--- config.mk ---
export PLATFORM = sky130hd
export DESIGN_NAME = switch_out_queue
export DESIGN_NICKNAME = d
export VERILOG_FILES = /design/src/rtl/switch_pkg.sv /design/src/rtl/switch_out_queue_sync_fifo.sv /design/src/rtl/switch_out_queue.sv
export SDC_FILE = /design/constraint.sdc
export NUM_CORES = 1
export LEC_CHECK = 0
export ABC_AREA = 1
export BUFFER_PORTS_ARGS = -buffer_cell sky130_fd_sc_hd__buf_2
export CORE_AREA = 2 2 252 254
export DETAILED_ROUTE_END_ITERATION = 16
export DIE_AREA = 0 0 254 256
export GPL_TIMING_DRIVEN = 0
export MAX_ROUTING_LAYER = met4
export PLACE_DENSITY = 0.64
export SETUP_SLACK_MARGIN = 0.5
export SLEW_MARGIN = 20
export SYNTH_ARGS = -nofsm -noshare
export SYNTH_HDL_FRONTEND = slang
export SYNTH_SLANG_ARGS = --single-unit
--- constraint.sdc ---
create_clock -name clk -period 3.1 [get_ports clk]
set_input_delay 0.465 -clock clk [delete_from_list [all_inputs] [get_ports clk]]
set_output_delay 0.465 -clock clk [all_outputs]
set_load 0.05 [all_outputs]
--- src/rtl/switch_pkg.sv ---
// Shared types for the switch output-port queue.
package switch_pkg;

  localparam int unsigned DATA_W = 8;

  // One FIFO entry: the byte plus its end-of-packet marker.
  typedef struct packed {
    logic              eop;
    logic [DATA_W-1:0] data;
  } q_entry_t;

  // Port-side presentation state.
  typedef enum logic [1:0] {
    IDLE = 2'd0,
    SEND = 2'd1,
    GAP  = 2'd2
  } out_state_e;

  // Input framing state: between packets or inside one.
  typedef enum logic {
    OUT_PKT = 1'b0,
    IN_PKT  = 1'b1
  } in_state_e;

endpackage

--- src/rtl/switch_out_queue_sync_fifo.sv ---
// Synchronous show-ahead FIFO; pointers carry an extra wrap bit so full and
// empty are distinguishable without a separate occupancy counter.
module sync_fifo #(
  parameter int unsigned WIDTH = 9,
  parameter int unsigned DEPTH = 64
) (
  input  logic             clk,
  input  logic             rst,
  input  logic             push,
  input  logic [WIDTH-1:0] wdata,
  input  logic             pop,
  output logic             full,
  output logic             empty,
  output logic [WIDTH-1:0] head
);

  localparam int unsigned AW = $clog2(DEPTH);
  localparam logic [AW:0] PTR_ONE = {{AW{1'b0}}, 1'b1};

  logic [AW:0]      wr_ptr_q, wr_ptr_d;
  logic [AW:0]      rd_ptr_q, rd_ptr_d;
  logic [WIDTH-1:0] mem_q [DEPTH];
  logic             do_push, do_pop;

  // Status flags, guarded push/pop and next pointer values.
  always_comb begin
    empty    = (wr_ptr_q == rd_ptr_q);
    full     = (wr_ptr_q[AW] != rd_ptr_q[AW]) &&
               (wr_ptr_q[AW-1:0] == rd_ptr_q[AW-1:0]);
    do_push  = push && !full;
    do_pop   = pop && !empty;
    wr_ptr_d = wr_ptr_q;
    rd_ptr_d = rd_ptr_q;
    if (do_push) wr_ptr_d = wr_ptr_q + PTR_ONE;
    if (do_pop)  rd_ptr_d = rd_ptr_q + PTR_ONE;
    head     = mem_q[rd_ptr_q[AW-1:0]];
  end

  // Pointer registers.
  always_ff @(posedge clk) begin
    if (rst) begin
      wr_ptr_q <= '0;
      rd_ptr_q <= '0;
    end else begin
      wr_ptr_q <= wr_ptr_d;
      rd_ptr_q <= rd_ptr_d;
    end
  end

  // Storage array; contents are meaningless until written, so no reset.
  always_ff @(posedge clk) begin
    if (do_push) mem_q[wr_ptr_q[AW-1:0]] <= wdata;
  end

endmodule

--- src/rtl/switch_out_queue.sv ---
// Store-and-forward output queue: buffers framed bytes from the switch core
// and presents only complete packets on the port, one ready pulse per packet.
module switch_out_queue #(
  parameter int unsigned DEPTH  = 64,
  parameter int unsigned DATA_W = switch_pkg::DATA_W
) (
  input  logic                       clk,
  input  logic                       rst,
  input  logic                       in_valid,
  input  logic [DATA_W-1:0]          in_data,
  input  logic                       in_sop,
  input  logic                       in_eop,
  output logic                       in_ready,
  output logic [DATA_W-1:0]          data,
  output logic                       ready,
  input  logic                       read,
  output logic [$clog2(DEPTH+1)-1:0] pkt_count,
  output logic                       proto_err
);

  import switch_pkg::*;

  localparam int unsigned CW = $clog2(DEPTH+1);

  out_state_e    out_state_q, out_state_d;
  in_state_e     in_state_q,  in_state_d;
  logic [CW-1:0] pkt_count_q, pkt_count_d;
  logic          proto_err_q, proto_err_d;

  logic          fifo_full, fifo_empty;
  q_entry_t      wr_entry, head_entry;
  logic          accept, push, pop;
  logic          pkt_inc, pkt_dec;
  logic          framing_err, overflow_err;

  sync_fifo #(
    .WIDTH ($bits(q_entry_t)),
    .DEPTH (DEPTH)
  ) u_fifo (
    .clk   (clk),
    .rst   (rst),
    .push  (push),
    .wdata (wr_entry),
    .pop   (pop),
    .full  (fifo_full),
    .empty (fifo_empty),
    .head  (head_entry)
  );

  // Input framing: drop bytes arriving outside a packet, flag stray sops.
  always_comb begin
    in_ready      = !rst && !fifo_full;
    accept        = in_valid && in_ready;
    push          = 1'b0;
    framing_err   = 1'b0;
    in_state_d    = in_state_q;
    wr_entry.eop  = in_eop;
    wr_entry.data = in_data;
    if (accept) begin
      case (in_state_q)
        OUT_PKT: begin
          if (in_sop) begin
            push       = 1'b1;
            in_state_d = in_eop ? OUT_PKT : IN_PKT;
          end else begin
            framing_err = 1'b1;
          end
        end
        IN_PKT: begin
          push        = 1'b1;
          framing_err = in_sop;
          if (in_eop) in_state_d = OUT_PKT;
        end
        default: in_state_d = OUT_PKT;
      endcase
    end
    pkt_inc = push && in_eop;
  end

  // Output presentation: IDLE waits for a whole packet, SEND streams it,
  // GAP forces one low cycle of ready between packets.
  always_comb begin
    out_state_d = out_state_q;
    ready       = (out_state_q == SEND);
    data        = head_entry.data;
    pop         = ready && read && !fifo_empty;
    pkt_dec     = pop && head_entry.eop;
    case (out_state_q)
      IDLE: if (pkt_count_q != '0) out_state_d = SEND;
      SEND: if (pkt_dec) out_state_d = GAP;
      GAP:  out_state_d = (pkt_count_q != '0) ? SEND : IDLE;
      default: out_state_d = IDLE;
    endcase
  end

  // Packet accounting and sticky protocol error; an over-long packet shows
  // up as a full FIFO with no complete packet behind the open frame.
  always_comb begin
    pkt_count_d  = pkt_count_q + {{(CW-1){1'b0}}, pkt_inc}
                               - {{(CW-1){1'b0}}, pkt_dec};
    overflow_err = fifo_full && (pkt_count_q == '0) && (in_state_q == IN_PKT);
    proto_err_d  = proto_err_q || framing_err || overflow_err;
    pkt_count    = pkt_count_q;
    proto_err    = proto_err_q;
  end

  // State and counter registers.
  always_ff @(posedge clk) begin
    if (rst) begin
      out_state_q <= IDLE;
      in_state_q  <= OUT_PKT;
      pkt_count_q <= '0;
      proto_err_q <= 1'b0;
    end else begin
      out_state_q <= out_state_d;
      in_state_q  <= in_state_d;
      pkt_count_q <= pkt_count_d;
      proto_err_q <= proto_err_d;
    end
  end

endmodule

Word-level counts from Yosys, hierarchy flattened
Memory sizes are Yosys's and may differ from the RTL's. A register that Yosys moved wholly into a read port is not among the register bits.
Index checks and enable logic that the tools add are counted.
{"block": "word_totals", "regBits": 25, "latch_bits": 0, "ram_bits": 576, "romBits": 0, "input_bits": 14, "output_inout_bits": 18, "elab_cells": 56, "n_memories": 1}
{"name": "u_fifo.mem_q", "depth": 64, "width": 9, "rd": 1, "rd_ports_with_merged_regs": 1, "wr": 1, "line_no": "switch_out_queue_sync_fifo.sv:22", "rtl": "logic [WIDTH-1:0] mem_q [DEPTH];"}
{"block": "op_classes", "addsub": 4, "multipliers": 0, "div": 0, "order_cmp": 0, "eq_ne": 7, "n_shift": 0, "mux": 17, "bitwise_logic": 1, "n_reduce_logical": 20}
{"operator": "$add 7x1->7 const B", "count": 2}
{"operator": "$mux 6", "count": 2}
{"operator": "$logic_and 1x1->1", "count": 11}
{"operator": "$mux 1", "count": 9}
{"operator": "$add 7x1->7", "count": 1}
{"operator": "$eq 7x7->1", "count": 1}
{"operator": "$logic_not 7->1", "count": 1}
{"operator": "$reduce_bool 7->1", "count": 1}
{"operator": "$sub 7x1->7", "count": 1}
{"operator": "$eq 6x6->1", "count": 1}
{"operator": "$pmux 1 s2", "count": 3}
{"operator": "$pmux 2 s3", "count": 1}
{"operator": "$mux 2", "count": 2}
{"operator": "$logic_not 1->1", "count": 3}
{"operator": "$eq 2x1->1 const B", "count": 1}
{"operator": "$eq 2x2->1 const B", "count": 1}
{"operator": "$logic_not 2->1", "count": 1}
{"operator": "$logic_or 1x1->1", "count": 2}
{"operator": "$ne 2x1->1 const B", "count": 1}
{"operator": "$ne 2x2->1 const B", "count": 1}
{"operator": "$reduce_and 2->1", "count": 1}
{"operator": "$ne 1x1->1", "count": 1}
{"operator": "$not 1->1", "count": 1}

Logic depth before layout (Yosys ltp)
{"block": "logic_depth", "depth_word": 9, "depth_mapped": 27, "ltp_nobuf": 24}

By module
From an unflattened synthesis, not the netlist that was laid out.
{"block": "hier_totals", "cells_unflattened": 2253, "hier_area_um2": 25125.3}
{"mod": "sync_fifo", "instances": 1, "cells_per_inst": 2149, "area_per_inst_um2": 24407.2, "seq_area_each_um2": 17697.0}
{"mod": "switch_out_queue", "instances": 1, "cells_per_inst": 104, "area_per_inst_um2": 718.2, "seq_area_each_um2": 220.2}

Least setup slack after synthesis
OpenSTA, ideal clock, no wires.
{"block": "synth_timing", "path_type": "reg2reg", "from": "reg out_state_q[0]", "to": "reg pkt_count_q[6] (netlist: pkt_count[6])", "setup_time_ps": 120, "arrival_ps": 3401, "t_required_ps": 2980, "path_slack_ps": -422, "stages_incl_launch_ff": 20, "path_buffers": 0, "period_less_slack_ps": 3522, "path_cell_list": "dfxtp_1 inv_1 nor2_1 nand3_1 inv_1 nand3_1 inv_1 ha_1 inv_1 ha_1 inv_1 fa_1 o21ai_0 nand2_1 a21oi_1 nor2_1 nor2_1 nor2_1 o21ai_0 a21oi_1"}
{"block": "synth_between", "elab_chain_cells": 5}
{"item": "start, declared", "line_no": "switch_out_queue.sv:25", "rtl": "out_state_e out_state_q, out_state_d;"}
{"item": "start signal, assigned", "line_no": "switch_out_queue.sv:115", "rtl": "out_state_q <= out_state_d;"}
{"item": "$eq 2x1->1", "line_no": "switch_out_queue.sv:84", "rtl": "ready = (out_state_q == SEND);"}
{"item": "net ready", "line_no": "switch_out_queue.sv:15", "rtl": "output logic ready,"}
{"item": "$logic_and 1x1->1 (2 in series)", "line_no": "switch_out_queue.sv:86", "rtl": "pop = ready && read && !fifo_empty;"}
{"item": "$logic_and 1x1->1", "line_no": "switch_out_queue.sv:87", "rtl": "pkt_dec = pop && head_entry.eop;"}
{"item": "$sub 7x1->7", "line_no": "switch_out_queue.sv:100", "rtl": "- {{(CW-1){1'b0}}, pkt_dec};"}
{"item": "end signal, assigned", "line_no": "switch_out_queue.sv:117", "rtl": "pkt_count_q <= pkt_count_d;"}
{"item": "end, declared", "line_no": "switch_out_queue.sv:27", "rtl": "logic [CW-1:0] pkt_count_q, pkt_count_d;"}
The timed path passes the listed nets, and every way through them passes these cells.
A chain may end at the register's enable or synchronous reset.

==> results.rst <==
.. list-table::
   :header-rows: 1

   * - Metric
     - Value
   * - Synthesis warning total
     - 0
   * - Actual transition at the worst max-transition pin
     - 989.4 ps
   * - Slew headroom
     - 33.85%
   * - Buffer and inverter count on the worst path
     - 8
   * - Worst path max stage delay
     - 330 ps
   * - WS Path Type
     - reg -> out
   * - Total setup violations reported at the end of the flow
     - 9
   * - Cell class contributing the biggest share of worst-path delay
     - buffers and inverters
   * - Synthesized cell area
     - roughly 25000 um2
   * - Number of placed instances, taps included
     - 2941
   * - Layout area overhead
     - 26.32%
   * - Netlist cell types
     - 33
   * - Detailed-router iteration count before antenna repair
     - 6
   * - Number of H-tree levels
     - 2
   * - Post-route ant nets
     - 0
   * - Status
     - finished, violations left
   * - Ratio of cells with drive above 1 in the final layout
     - 26.82%
   * - Gr busiest metal
     - met2
   * - GR Layer Usage met3
     - ~5.2%
   * - Post-synthesis area per instance
     - 11.96 um2
   * - Path category of the worst min-delay check
     - in -> reg
   * - Library cell appearing most often on the critical path
     - sky130_fd_sc_hd__buf_12
   * - Area taken by flip-flops and latches
     - 17920 um2
   * - Finished Layout Cells
     - 3114
   * - Critical path capture point type
     - primary output
   * - Data required, critical path
     - about 2600 ps
   * - Minimum clock period after layout
     - around 3500 ps
   * - Total grt overflow
     - 0
   * - Post-route core utilization
     - 50.02%
   * - Critical path, cell by cell
     - buf_8 > buf_12 > clkinv_16 > buf_4 > buf_12 > buf_12 > buf_12 > o21ai_0 > o22ai_1 > nand2_1 > nand2_1 > a21oi_1 > o21ai_1 > nand3_1 > nand2_2 > buf_6
   * - Via count of the first global-routing pass
     - 16820
   * - Clock buffer count from CTS
     - 60
   * - Overall routing resource usage
     - 26.52%
   * - Vias per cell
     - about 5.7
   * - Initial Util
     - 39.60%
   * - Pin count of the biggest net entering global routing
     - 67
   * - Maximum resistive drop on vdd
     - a little under 0.6 mV
   * - Worst hold slack across all endpoints
     - 82.02 ps
   * - Met1 track utilization from global routing
     - 35.39%
   * - Global-route wire length before repair
     - 118900 um
   * - CTS root buffer
     - sky130_fd_sc_hd__clkbuf_16
   * - Detailed placer's ending HPWL
     - 55710 um
   * - Maximum count of clock buffers along a single path
     - 3
   * - Worst path slowest cell
     - sky130_fd_sc_hd__dfxtp_2
   * - Synth Instances
     - 2065
   * - DIE AREA
     - 65020 um2
   * - Power per Cell Area
     - 621.2 nW/um2
   * - Core Box Area
     - 62390 um2
   * - Share of the clock period used by the worst path
     - 111.5%
   * - Die height
     - 256 um
   * - Final #Nets
     - between 2000 and 2500
   * - Startpoint kind of the worst setup timing path
     - register
   * - Sequential fraction of the synthesis area
     - between 70% and 80%
   * - RD Place Congestion
     - 1.036
   * - Endpoint arrival time on the critical path
     - 2990 ps
   * - Multi-input gate area
     - about 7600 um2
   * - Setup repair after global routing missed its margin
     - yes
   * - X dimension of the die
     - 254 um
   * - Placement-stage worst setup slack
     - -945.0 ps
   * - Total vias in the final route
     - 17880
   * - Number of top-level design ports
     - 32
   * - Fill count
     - about 5400
   * - Count of final max-slew check failures
     - 0
   * - Clock Skew
     - 17.29 ps
   * - Violations in the final reports
     - negative setup slack
   * - Highest achievable clock rate
     - 0.2893 GHz
   * - Initial antenna violation count
     - 2
   * - Worst path setup slack after routing
     - -357.1 ps
   * - Static power due to leakage
     - around 0.011 uW
   * - Clock network latency to the later pin of the worst-skew pair
     - ~650 ps
   * - Clock transition at the register clock pins on the worst setup and hold paths after CTS
     - 60 ps
   * - Post-Route WL
     - 85450 um
   * - Clock tree from TritonCTS
     - yes
   * - Global-route track usage on met2
     - approximately two fifths
   * - Maximum fanout encountered on the critical timing path
     - 7
   * - Detailed-route DRC error count
     - 0
   * - Flip-flop and latch count after synthesis
     - 607
   * - Number of input and output port buffers inserted
     - 30
   * - Clock sink count
     - 607
   * - Routed wire per std cell
     - 27.44 um
   * - Max cap viols
     - 0
   * - Final hold viol count
     - 0
   * - Synthesized netlist net count
     - 2092
   * - Cell Rows
     - 92
   * - Number of DRC markers after the initial detailed-route iteration
     - 2402
   * - Post-CTS Hold Buffers
     - 0
## logic make-up (layout without fill, tap and decap cells)
kind of cell	after synthesis	after routing	synth area share (%)
simple gates	789	789	12.98
xor+xnor	14	14	0.4963
buf+inv	177	379	3.246
other cells	0	1	0
flops	607	607	72.52
compound gates	465	465	10.07
fa+ha+maj	13	13	0.6887
## worst register-to-register path, cell delays in order, from the launching register on
cell                        delay, ps
sky130_fd_sc_hd__dfxtp_2          330
sky130_fd_sc_hd__buf_8            110
sky130_fd_sc_hd__buf_12           180
sky130_fd_sc_hd__clkinv_8         110
sky130_fd_sc_hd__clkbuf_16        180
sky130_fd_sc_hd__nand2_2           70
sky130_fd_sc_hd__nand3_2           80
sky130_fd_sc_hd__nand3_2          110
sky130_fd_sc_hd__nand2_2           70
sky130_fd_sc_hd__nand2_1           60
sky130_fd_sc_hd__nand3_1           80
sky130_fd_sc_hd__nand2_2          120
sky130_fd_sc_hd__nand2_2           80
sky130_fd_sc_hd__nand3_4           90
sky130_fd_sc_hd__inv_2             50
sky130_fd_sc_hd__ha_4             200
sky130_fd_sc_hd__inv_2             60
sky130_fd_sc_hd__ha_4             130
sky130_fd_sc_hd__inv_2             40
sky130_fd_sc_hd__fa_2             340
sky130_fd_sc_hd__o21ai_2          140
sky130_fd_sc_hd__nand2_2           70
sky130_fd_sc_hd__a21oi_2          130
sky130_fd_sc_hd__nor2_1            50
sky130_fd_sc_hd__nor2_1            80
sky130_fd_sc_hd__nor2_1            50
sky130_fd_sc_hd__o21ai_1          120
sky130_fd_sc_hd__a21oi_1           50
## metal layers
metal	routed length, um	vias to the layer above
met2	38610	1008
met5	0	-
met3	8848	223
met4	4192	0
li1	-	7757
met1	33800	8895
## cells in the mapped netlist
library cell,n,share of area [%]
sky130_fd_sc_hd__a21oi_1,38,0.77
sky130_fd_sc_hd__nor3_2,2,0.081
sky130_fd_sc_hd__edfxtp_1,576,70
sky130_fd_sc_hd__buf_6,4,0.18
sky130_fd_sc_hd__nor2_4,2,0.091
sky130_fd_sc_hd__fa_1,1,0.081
sky130_fd_sc_hd__buf_1,4,0.061
sky130_fd_sc_hd__nor2_1,355,5.4
sky130_fd_sc_hd__nor2_2,1,0.025
sky130_fd_sc_hd__nand2_1,318,4.8
sky130_fd_sc_hd__nand2_4,1,0.046
sky130_fd_sc_hd__nand4_2,2,0.10
sky130_fd_sc_hd__ha_1,12,0.61
sky130_fd_sc_hd__nand3_2,2,0.081
sky130_fd_sc_hd__inv_4,3,0.076
sky130_fd_sc_hd__clkbuf_1,69,1.0
sky130_fd_sc_hd__o22ai_1,128,3.2
sky130_fd_sc_hd__xnor2_1,1,0.035
sky130_fd_sc_hd__dfxtp_1,31,2.5
sky130_fd_sc_hd__clkinv_1,3,0.046
sky130_fd_sc_hd__nand3_4,3,0.21
sky130_fd_sc_hd__nor3b_1,1,0.030
sky130_fd_sc_hd__inv_1,40,0.61
sky130_fd_sc_hd__buf_2,38,0.77
sky130_fd_sc_hd__nor3_1,4,0.081
sky130_fd_sc_hd__o21ai_1,16,0.32
sky130_fd_sc_hd__nand4_1,3,0.076
sky130_fd_sc_hd__o21ai_0,283,5.7
sky130_fd_sc_hd__buf_4,14,0.43
sky130_fd_sc_hd__nand3_1,94,1.9
sky130_fd_sc_hd__or2_2,1,0.025
sky130_fd_sc_hd__inv_2,2,0.030
sky130_fd_sc_hd__xor2_1,13,0.46
## path summary, 6_finish.rpt
kind	from	endpoint	slack (ps)	depth (start not counted)
max	register	data[1]	-360	16
min	in_sop	in_state_q	80	3
max reg2reg	register	pkt_count[6]	-190	27
min reg2reg	in_state_q	in_state_q	480	2
## cell type report
cell class	count	share of cell area [%]
repair buffers	88	3.656
inverters	48	0.7136
repair inverters	1	0.05212
clock buffers	70	5.059
diodes	1	0.008018
plain buffers	129	3.993
well taps	846	3.392
multi-input cells	1281	24.26
clock inverters	43	1.439
flip-flops and latches	607	57.43
## placed cells by master, fill, tap and decap left out, types with 42 or more instances in the layout
cell / n
sky130_fd_sc_hd__nand3_2: 44
sky130_fd_sc_hd__nand2_2: 49
sky130_fd_sc_hd__nor2_1: 286
sky130_fd_sc_hd__buf_12: 44
sky130_fd_sc_hd__nand2_1: 258
sky130_fd_sc_hd__nor2_4: 62
sky130_fd_sc_hd__buf_4: 42
sky130_fd_sc_hd__clkbuf_16: 63
sky130_fd_sc_hd__nand3_1: 46
sky130_fd_sc_hd__o21ai_0: 233
sky130_fd_sc_hd__o22ai_2: 67
sky130_fd_sc_hd__o21ai_1: 54
sky130_fd_sc_hd__o22ai_1: 61
sky130_fd_sc_hd__edfxtp_1: 576
## sequential cells by signal, indices dropped and copies added (netlist names), named ones only
name             cells
out_state_q          2
u_fifo.mem_q       576
proto_err            1
u_fifo.wr_ptr_q      7
u_fifo.rd_ptr_q      7
pkt_count            7
in_state_q           1
## timing repair
action | CTS | global route
setup endpoints to repair | 591 | 474
pin swaps | 52 | 73
gates resized for setup | 457 | 183
cloned | 4 | 3
buffers inserted | 17 | 35
## where the power goes
part	internal (uW)	leakage (uW)	total, uW	switching, uW
Clock	4260	0.000992	7500	3240
Combinational	914	0.00426	2840	1920
Sequential	9010	0.00543	9050	37.3
Total	14200	0.0107	19400	5200
## metrics by stage
step | instance area [um2] | total power (uW) | setup TNS, ps
floorplan | 24780 | 10450 | -57.84
global route | 31210 | 19910 | -3307
detailed placement | 26040 | 11410 | -6267
finish | 31210 | 19390 | -2561
global placement | 25990 | 11380 | -7338
CTS | 29990 | 19190 | -1811
Note: power is estimated with default switching activity, not from simulation.
